==> config.mk <==
export PLATFORM = sky130hd
export DESIGN_NAME = diff_pulse_trigger
export DESIGN_NICKNAME = d
export VERILOG_FILES = /design/src/rtl/diff_pulse_trigger_pkg.sv /design/src/rtl/lane_first_hit.sv /design/src/rtl/diff_pulse_trigger.sv
export SDC_FILE = /design/constraint.sdc
export NUM_CORES = 2
export LEC_CHECK = 0
export BUFFER_PORTS_ARGS = -buffer_cell sky130_fd_sc_hd__buf_2
export CAP_MARGIN = 30
export CORE_AREA = 2 2 300 302
export CTS_CLUSTER_SIZE = 12
export DETAILED_ROUTE_END_ITERATION = 8
export DIE_AREA = 0 0 302 304
export PLACE_DENSITY = 0.69
export SLEW_MARGIN = 20
export SYNTH_ARGS = -nofsm -noshare
export SYNTH_HDL_FRONTEND = slang
export SYNTH_SLANG_ARGS = --single-unit
==> constraint.sdc <==
create_clock -name clk -period 52.6 [get_ports clk]
set_input_delay 10.52 -clock clk [delete_from_list [all_inputs] [get_ports clk]]
set_output_delay 10.52 -clock clk [all_outputs]
set_load 0.02 [all_outputs]
==> src/rtl/diff_pulse_trigger_pkg.sv <==
// Shared definitions for the delayed-difference pulse trigger.
// Holds the detector FSM state encoding and the lane-index width.
package diff_pulse_trigger_pkg;

   localparam int unsigned LANE_IDX_W = 4;

   typedef enum logic [1:0] {
      StIdle    = 2'd0,
      StArmed   = 2'd1,
      StCapture = 2'd2,
      StHoldoff = 2'd3
   } trig_state_e;

endpackage

==> src/rtl/lane_first_hit.sv <==
// Priority encoder over per-lane hit flags: the lowest lane index is the oldest
// sample in the beat and therefore the leading edge. Purely combinational.
module lane_first_hit
   import diff_pulse_trigger_pkg::*;
#(
   parameter int unsigned NUM_CHANNELS = 16
) (
   input  logic [NUM_CHANNELS-1:0] hits,
   output logic                    any,
   output logic [LANE_IDX_W-1:0]   idx
);

   always_comb begin
      any = |hits;
      idx = '0;
      // Scan from the top so the lowest set lane is the last one written.
      for (int k = NUM_CHANNELS - 1; k >= 0; k--) begin
         if (hits[k]) idx = LANE_IDX_W'(k);
      end
   end

endmodule

==> src/rtl/diff_pulse_trigger.sv <==
// Pulse leading-edge detector on the 16-lane delayed-difference stream: timestamps the
// first crossing lane, captures the peak over a window, emits one event, then holds off.
module diff_pulse_trigger
   import diff_pulse_trigger_pkg::*;
#(
   parameter int unsigned NUM_CHANNELS = 16,
   parameter int unsigned DATA_WIDTH   = 20,
   parameter int unsigned TS_WIDTH     = 32
) (
   input  logic                               clk,
   input  logic                               rst,
   input  logic                               enable,
   input  logic [DATA_WIDTH-1:0]              threshold,
   input  logic [7:0]                         peak_win,
   input  logic [15:0]                        holdoff_len,
   input  logic                               valid_in,
   input  logic [NUM_CHANNELS*DATA_WIDTH-1:0] diff_in,
   input  logic [NUM_CHANNELS*DATA_WIDTH-1:0] data_in,
   output logic                               trig_valid,
   output logic [TS_WIDTH+LANE_IDX_W-1:0]     trig_ts,
   output logic [DATA_WIDTH-1:0]              trig_peak,
   output logic [15:0]                        missed_cnt,
   output logic                               busy
);

   // Lane arithmetic: one extra bit so negating the most negative difference cannot wrap.
   logic [NUM_CHANNELS-1:0]      hit_raw;
   logic signed [DATA_WIDTH-1:0] beat_max;
   logic signed [DATA_WIDTH-1:0] lane_val;
   logic signed [DATA_WIDTH:0]   diff_ext;
   logic signed [DATA_WIDTH:0]   rise;
   logic signed [DATA_WIDTH:0]   thr_ext;

   always_comb begin
      hit_raw  = '0;
      beat_max = $signed(data_in[DATA_WIDTH-1:0]);
      lane_val = '0;
      diff_ext = '0;
      rise     = '0;
      thr_ext  = {threshold[DATA_WIDTH-1], threshold};
      for (int k = 0; k < NUM_CHANNELS; k++) begin
         diff_ext   = {diff_in[k*DATA_WIDTH+DATA_WIDTH-1], diff_in[k*DATA_WIDTH +: DATA_WIDTH]};
         rise       = -diff_ext;
         hit_raw[k] = (rise >= thr_ext);
         lane_val   = data_in[k*DATA_WIDTH +: DATA_WIDTH];
         if (lane_val > beat_max) beat_max = lane_val;
      end
   end

   logic                         v1_q;
   logic [NUM_CHANNELS-1:0]      hit_q;
   logic signed [DATA_WIDTH-1:0] max_q;
   logic [TS_WIDTH-1:0]          beat_q;
   logic [TS_WIDTH-1:0]          beat_cnt_q;

   always_ff @(posedge clk) begin
      if (rst) begin
         v1_q       <= 1'b0;
         hit_q      <= '0;
         max_q      <= '0;
         beat_q     <= '0;
         beat_cnt_q <= '0;
      end else begin
         v1_q <= valid_in;
         if (valid_in) begin
            hit_q      <= hit_raw;
            max_q      <= beat_max;
            beat_q     <= beat_cnt_q;
            beat_cnt_q <= beat_cnt_q + TS_WIDTH'(1);
         end
      end
   end

   logic                  any_hit;
   logic [LANE_IDX_W-1:0] lead_idx;

   lane_first_hit #(
      .NUM_CHANNELS(NUM_CHANNELS)
   ) u_first_hit (
      .hits(hit_q),
      .any (any_hit),
      .idx (lead_idx)
   );

   trig_state_e                      state_q, state_d, post_event;
   logic [7:0]                       win_q, win_d, pw_eff;
   logic [15:0]                      hold_q, hold_d, missed_q, missed_d, missed_inc;
   logic signed [DATA_WIDTH-1:0]     peak_q, peak_d;
   logic [TS_WIDTH+LANE_IDX_W-1:0]   ts_q, ts_d;
   logic                             ev_q, ev_d;
   logic [8:0]                       win_inc;
   logic [16:0]                      hold_inc;

   assign pw_eff     = (peak_win == 8'd0) ? 8'd1 : peak_win;
   assign win_inc    = {1'b0, win_q} + 9'd1;
   assign hold_inc   = {1'b0, hold_q} + 17'd1;
   assign missed_inc = (missed_q != 16'hFFFF) ? missed_q + 16'd1 : missed_q;
   assign post_event = (holdoff_len == 16'd0) ? StArmed : StHoldoff;

   always_comb begin
      state_d  = state_q;
      win_d    = win_q;
      hold_d   = hold_q;
      peak_d   = peak_q;
      ts_d     = ts_q;
      missed_d = missed_q;
      ev_d     = 1'b0;
      if (!enable) begin
         state_d = StIdle;
      end else begin
         unique case (state_q)
            StIdle: state_d = StArmed;
            StArmed: begin
               if (v1_q && any_hit) begin
                  ts_d   = {beat_q, lead_idx};
                  peak_d = max_q;
                  win_d  = 8'd1;
                  hold_d = '0;
                  if (pw_eff == 8'd1) begin
                     ev_d    = 1'b1;
                     state_d = post_event;
                  end else begin
                     state_d = StCapture;
                  end
               end
            end
            StCapture: begin
               if (v1_q) begin
                  if (any_hit) missed_d = missed_inc;
                  if (max_q > peak_q) peak_d = max_q;
                  win_d = win_inc[7:0];
                  if (win_inc >= {1'b0, pw_eff}) begin
                     ev_d    = 1'b1;
                     hold_d  = '0;
                     state_d = post_event;
                  end
               end
            end
            StHoldoff: begin
               if (v1_q) begin
                  if (any_hit) missed_d = missed_inc;
                  hold_d = hold_inc[15:0];
                  if (hold_inc >= {1'b0, holdoff_len}) state_d = StArmed;
               end
            end
            default: state_d = StIdle;
         endcase
      end
   end

   always_ff @(posedge clk) begin
      if (rst) begin
         state_q  <= StIdle;
         win_q    <= '0;
         hold_q   <= '0;
         peak_q   <= '0;
         ts_q     <= '0;
         missed_q <= '0;
         ev_q     <= 1'b0;
      end else begin
         state_q  <= state_d;
         win_q    <= win_d;
         hold_q   <= hold_d;
         peak_q   <= peak_d;
         ts_q     <= ts_d;
         missed_q <= missed_d;
         ev_q     <= ev_d;
      end
   end

   // Published event fields change only on an event; a retrigger on the same edge
   // overwrites ts_q/peak_q only after they have been read here.
   always_ff @(posedge clk) begin
      if (rst) begin
         trig_valid <= 1'b0;
         trig_ts    <= '0;
         trig_peak  <= '0;
      end else begin
         trig_valid <= ev_q;
         if (ev_q) begin
            trig_ts   <= ts_q;
            trig_peak <= peak_q;
         end
      end
   end

   assign missed_cnt = missed_q;
   assign busy       = (state_q == StCapture) || (state_q == StHoldoff);

endmodule
Word level (Yosys, flattened, before mapping)
Index checks and enable logic that the tools add are counted.
{ "totals": {"regBits": 257, "inputBits": 688, "word_cells": 154} }
{ "classes": {"n_addsub": 20, "n_lt_le_gt_ge": 34, "n_eq_ne": 11, "mux": 57, "bitwise_logic": 1, "n_reduce_logical": 16} }
{ "ops": {"columns": ["cell", "n"], "rows": [
  ["$mux W20", 18],
  ["$ge A21 B20 Y1", 16],
  ["$neg A20 Y21", 16],
  ["$gt A20 B20 Y1", 16],
  ["$mux W16", 4],
  ["$mux W4", 16],
  ["$pmux W16 S3", 1],
  ["$pmux W20 S2", 1],
  ["$add A32 B1 Y32 const B", 1],
  ["$mux W8", 3],
  ["$add A16 B1 Y17 const B", 1],
  ["$ge A17 B16 Y1", 1],
  ["$add A16 B1 Y16 const B", 1],
  ["$logic_not A16 Y1", 1],
  ["$ne A16 B16 Y1 const B", 1],
  ["$pmux W8 S2", 1],
  ["$reduce_or A16 Y1", 1],
  ["$reduce_and A5 Y1", 3],
  ["$mux W2", 7],
  ["$ne A2 B2 Y1 const B", 6],
  ["$add A8 B1 Y9 const B", 1],
  ["$ge A9 B8 Y1", 1],
  ["$eq A8 B1 Y1 const B", 1],
  ["$logic_not A8 Y1", 1],
  ["15 further kinds", 20]
]} }

Logic depth before layout (Yosys ltp)
{ "logic_depth": {"word_depth": 30, "depth_mapped": 224, "depth_no_buf": 206} }

By module
Synthesis repeated with hierarchy kept, for this count alone.
{ "unflattened": {"hier_cells": 4731, "hier_area_um2": 36139.7} }
{ "by_module_without_submodules": {"columns": ["module", "instances", "cells_each", "area_each_um2", "seq_area_each_um2"], "rows": [
  ["diff_pulse_trigger", 1, 4697, 35963.2, 5144.9],
  ["lane_first_hit", 1, 34, 176.4, 0.0]
]} }

Worst setup path before layout
Ideal clock, no wire load.
{ "synth_path": {"path_type": "in2reg", "start": "in data_in[19]", "end": "reg max_q[0]", "setup_time_ns": 0.086, "arrival_time_ns": 50.500, "required_ns": 52.514, "slack_ns": 2.014, "cell_stages": 204, "cell_sequence": "inv_1 > ha_1 > nand4_2 > or4_1 > o21ai_0 > a21oi_1 > nor2_1 > clkbuf_1 > mux2i_1 > ha_1 > and4_1 > a221o_1 > a221o_1 > a221o_1 > a31oi_2 > o21ai_1 > a221o_1 > or2_1 > [168 not listed] > ha_1 > a21oi_1 > nor2b_1 > o21ai_0 > nand2b_1 > a21oi_1 > nor2b_1 > o21ai_0 > nand2b_1 > a21oi_1 > nor3_1 > nor2_1 > nor2_1 > a221o_1 > and2_1 > buf_1 > clkbuf_1 > a211oi_1"} }
{ "synth_between": {"elab_chain_cells": 30} }
{ "synth_rtl": {"columns": ["element", "line", "text"], "rows": [
  ["start, declared", "diff_pulse_trigger.sv:18", "input logic [NUM_CHANNELS*DATA_WIDTH-1:0] data_in,"],
  ["$gt A20 B20 Y1", "diff_pulse_trigger.sv:46", "if (lane_val > beat_max) beat_max = lane_val;"],
  ["$mux W20 *", "diff_pulse_trigger.sv:46", null],
  ["$gt A20 B20 Y1", "diff_pulse_trigger.sv:46", null],
  ["$mux W20 *", "diff_pulse_trigger.sv:46", null],
  ["$gt A20 B20 Y1", "diff_pulse_trigger.sv:46", null],
  ["$mux W20 *", "diff_pulse_trigger.sv:46", null],
  ["$gt A20 B20 Y1", "diff_pulse_trigger.sv:46", null],
  ["$mux W20 *", "diff_pulse_trigger.sv:46", null],
  ["[14 not listed]", null, null],
  ["$gt A20 B20 Y1", "diff_pulse_trigger.sv:46", null],
  ["$mux W20 *", "diff_pulse_trigger.sv:46", null],
  ["$gt A20 B20 Y1", "diff_pulse_trigger.sv:46", null],
  ["$mux W20 *", "diff_pulse_trigger.sv:46", null],
  ["$gt A20 B20 Y1", "diff_pulse_trigger.sv:46", null],
  ["$mux W20 *", "diff_pulse_trigger.sv:46", null],
  ["$gt A20 B20 Y1", "diff_pulse_trigger.sv:46", null],
  ["$mux W20 *", "diff_pulse_trigger.sv:46", null],
  ["end signal, assigned", "diff_pulse_trigger.sv:67", "max_q <= beat_max;"],
  ["end, declared", "diff_pulse_trigger.sv:52", "logic signed [DATA_WIDTH-1:0] max_q;"]
]} }
Every way passes the cells marked *; elsewhere a longest branch is shown, timed or not.
A chain may end at the register's enable or synchronous reset.

Final worst setup path
{ "layout_path": {"start": "in data_in[19]", "end": "reg max_q[10]"} }
Same word-level chain as after synthesis.

==> qor.txt <==
First-pass GRT wire length - 201,000 µm
CP max FO - 35
Clock Path Buffers - 3
WL met1 - 57,000 µm
Clock slew at reported path FFs - 0.06 ns
Netlist cell types - 97
DP Area - 0.0414 mm²
Worst min-delay path class - register to register
Vias in the first global route - 35,500
Layout cells sized above 1 - 0.183
Final TNS setup - 0 ns
Worst Setup SP - data_in[19]
H-tree Lvls - 1
Largest net degree at the start of global routing - 96
Finished layout cell area - 0.0428 mm²
Synth Net Count - 6,090
Pre-antenna DRT Iters - 5
Std-Cell Rows - 110
Initial antenna violation count - 90
Final Hold Viols - 0
Slew Viols, Final - 0
Ys async rst share - 0
EDFF count, synth - 0
Die Footprint - 0.0918 mm²
Via count - 37,300
Area growth from synthesis to layout - 18.2%
Global route overflow - 0
Critical path's largest stage delay - 0.59 ns
Wire per inst - 19.9 µm
Vias per inst - 5.56
Crit Reg-Reg Startpoint - hold_q[0]$_SDFFE_PP0P_
Fillcell total - 8,787
Setup Skew - 0.0451 ns
Worst relative slew slack - 0.399
CTS tree - done
Crit Reg-Reg Endpoint - state_q[1]$_SDFFE_PP0P_
Final wirelength - 134,000 µm
Synth Register Bits - 257
Top routing layer in use - met5
Sequential Area - 0.00515 mm²
Initial Utilization - 0.406
Min cycle time layout - 49.82 ns
Achievable Freq - 0.0201 GHz
Ys flop type - dfxtp_1
Status - completed
Min Hold Slack - 0.456 ns
Reg2Reg Setup Slack - 48.59 ns
Port Buffers - 761
WL met3 - 9270 µm
DP Wirelength - 111,000 µm
Total CTS buffers - 29
Post-detailed-route count of antenna-violating nets - 0
Critical-path top delay cell - or4_1
Seq/Total Area, Yosys - 0.142
MaxCap Viol Count - 0
Arrival time at the worst endpoint - 50.28 ns
Later-pin clock latency in the skew report - 0.59 ns
Cells after Synth - 4,724
Fin crit share - 0.947
DR iter-0 viols - 2,405
Routed wl met2 - 61,700 µm
Critical path endpoint - max_q[10]$_SDFFE_PP0P_
CTS root buffer - clkbuf_16
All-Layer GR Usage - 0.277
DRC - 0
CTS sink cnt - 257
Synth warnings - 0
Synthesized cell area - 0.0362 mm²
Multi-input logic area - 0.0294 mm²
Io pins - 762
Reg2reg path depth - 18
Core Box Area - 0.0890 mm²
Final setup fails - 0
Syn avg cell area - 7.66 µm²
Horiz. Die Dim - 302 µm
Crit. End Element - register
Chip height - 304 µm
Nets - 6,828
RePlAce Congestion - 0.996
Worst EP required - 53.05 ns
Startpoint Class - input pin
Crit path kind - input pin to register
Worst slew pin tran - 0.888 ns
[Yosys cell counts (23+ instances only)]
master / count / area (µm²)
nor3_1: 141 / 706
xnor2_1: 217 / 1900
mux2_2: 87 / 980
a21o_1: 155 / 1160
nand3b_1: 29 / 218
nor2_1: 491 / 1840
a211oi_1: 64 / 480
and2_1: 23 / 144
mux2i_1: 189 / 1890
or3_1: 39 / 244
nand2b_1: 65 / 407
and4_1: 27 / 236
clkbuf_1: 92 / 345
inv_1: 357 / 1340
or4_1: 25 / 188
nand4_1: 134 / 838
and3_1: 59 / 369
a21oi_1: 274 / 1370
nor2b_1: 96 / 601
xor2_1: 145 / 1270
nand2_1: 376 / 1410
nand3_1: 82 / 410
ha_1: 678 / 8480
nor4_1: 96 / 601
o21a_1: 35 / 263
o21ai_0: 222 / 1110
dfxtp_1: 257 / 5140
[cells by family after synthesis]
kind of cell	Yosys count	synth area share
AND/OR/NAND/NOR	1731	0.238
AO/OA/AOI/OAI	939	0.167
adder cells (fa/ha/maj)	681	0.235
buffers and inverters	473	0.0495
XOR/XNOR	362	0.0876
multiplexers	281	0.0809
flip-flops	257	0.142
[how the worst min path moves through the flow]
stage,startpoint,to,slack [ns],cells after the start
2_1_floorplan,beat_q[6]$_SDFFE_PP0P_,ts_q[10]$_SDFFE_PP0P_,0.43,2
3_3_place_gp,beat_q[21]$_SDFFE_PP0P_,ts_q[25]$_SDFFE_PP0P_,0.44,2
3_5_place_dp,beat_q[25]$_SDFFE_PP0P_,ts_q[29]$_SDFFE_PP0P_,0.45,2
4_1_cts,ts_q[2]$_SDFFE_PP0P_,ts_q[2]$_SDFFE_PP0P_,0.46,2
5_1_grt,ts_q[2]$_SDFFE_PP0P_,ts_q[2]$_SDFFE_PP0P_,0.48,2
6_report,beat_q[1]$_SDFFE_PP0P_,ts_q[5]$_SDFFE_PP0P_,0.46,2
[per-stage QoR]
stage | cells | util | worst slack, ns
after floorplan | 4724 | - | 2.01
after global placement | 6588 | 0.465 | 0.683
after detailed placement | 6591 | 0.465 | -0.0700
after CTS | 6639 | 0.476 | 0.364
after global routing | 6695 | 0.480 | -0.0688
final | 6711 | 0.480 | 2.78
[metal layers]
metal,up-vias,track usage
li1,18600,-
met1,17200,0.349
met2,1183,0.470
met3,292,0.0424
met4,54,0.113
met5,-,0
[worst max-delay path, delay by kind of cell]
family                     cells  cell delay (ns)
adders and majority gates     15             4.39
AOI/OAI and AO/OA             69            14.35
xor gates and xnor gates       1             0.23
and+or+nand+nor               76            14.45
buffers and inverters         20             2.82
muxes                         11             3.43
[registers in the layout, summed over array words and instances (netlist names)]
| register | flops |
|---|---|
| state_q | 2 |
| beat_q | 32 |
| trig_ts | 36 |
| peak_q | 20 |
| ts_q | 36 |
| trig_valid | 1 |
| beat_cnt_q | 32 |
| missed_cnt | 16 |
| hit_q | 16 |
| win_q | 8 |
| v1_q | 1 |
| max_q | 20 |
| ev_q | 1 |
| hold_q | 16 |
| trig_peak | 20 |
[cells in the final DEF, fill, tap and decap left out, types with 22 or more instances in the layout]
master and count:
buf_2 759, ha_1 678, nor2_1 488, nand2_1 374
inv_1 356, a21oi_1 271, dfxtp_1 256, o21ai_0 220
xnor2_1 217, mux2i_1 188, a21o_1 155, xor2_1 145
nor3_1 139, nand4_1 134, nor2b_1 96, nor4_1 95
mux2_2 87, nand3_1 81, nand2b_1 65, a211oi_1 63
and3_1 59, diode_2 56, buf_4 56, or3_1 39
o21a_1 35, clkbuf_16 30, nand3b_1 29, and4_1 27
or4_1 25, and2_1 22
[area by class of cell]
type                            count  area share
Clock buffer                       41      0.0202
Sequential cell                   257       0.120
Multi-Input combinational cell   3995       0.687
Timing Repair Buffer              822       0.102
Clock inverter                      7     0.00211
Tap cell                         1176      0.0344
Antenna cell                       56     0.00328
Inverter                          357      0.0313
[timing repair]
item,in CTS,in global routing
setup buffers,0,14
endpoints found under the setup margin,0,20
hold buffers,0,0
gates resized for setup,0,27
Power is left out: the tool's default activity adds up to more than one toggle a clock period on the data nets, which glitch-free logic cannot reach.
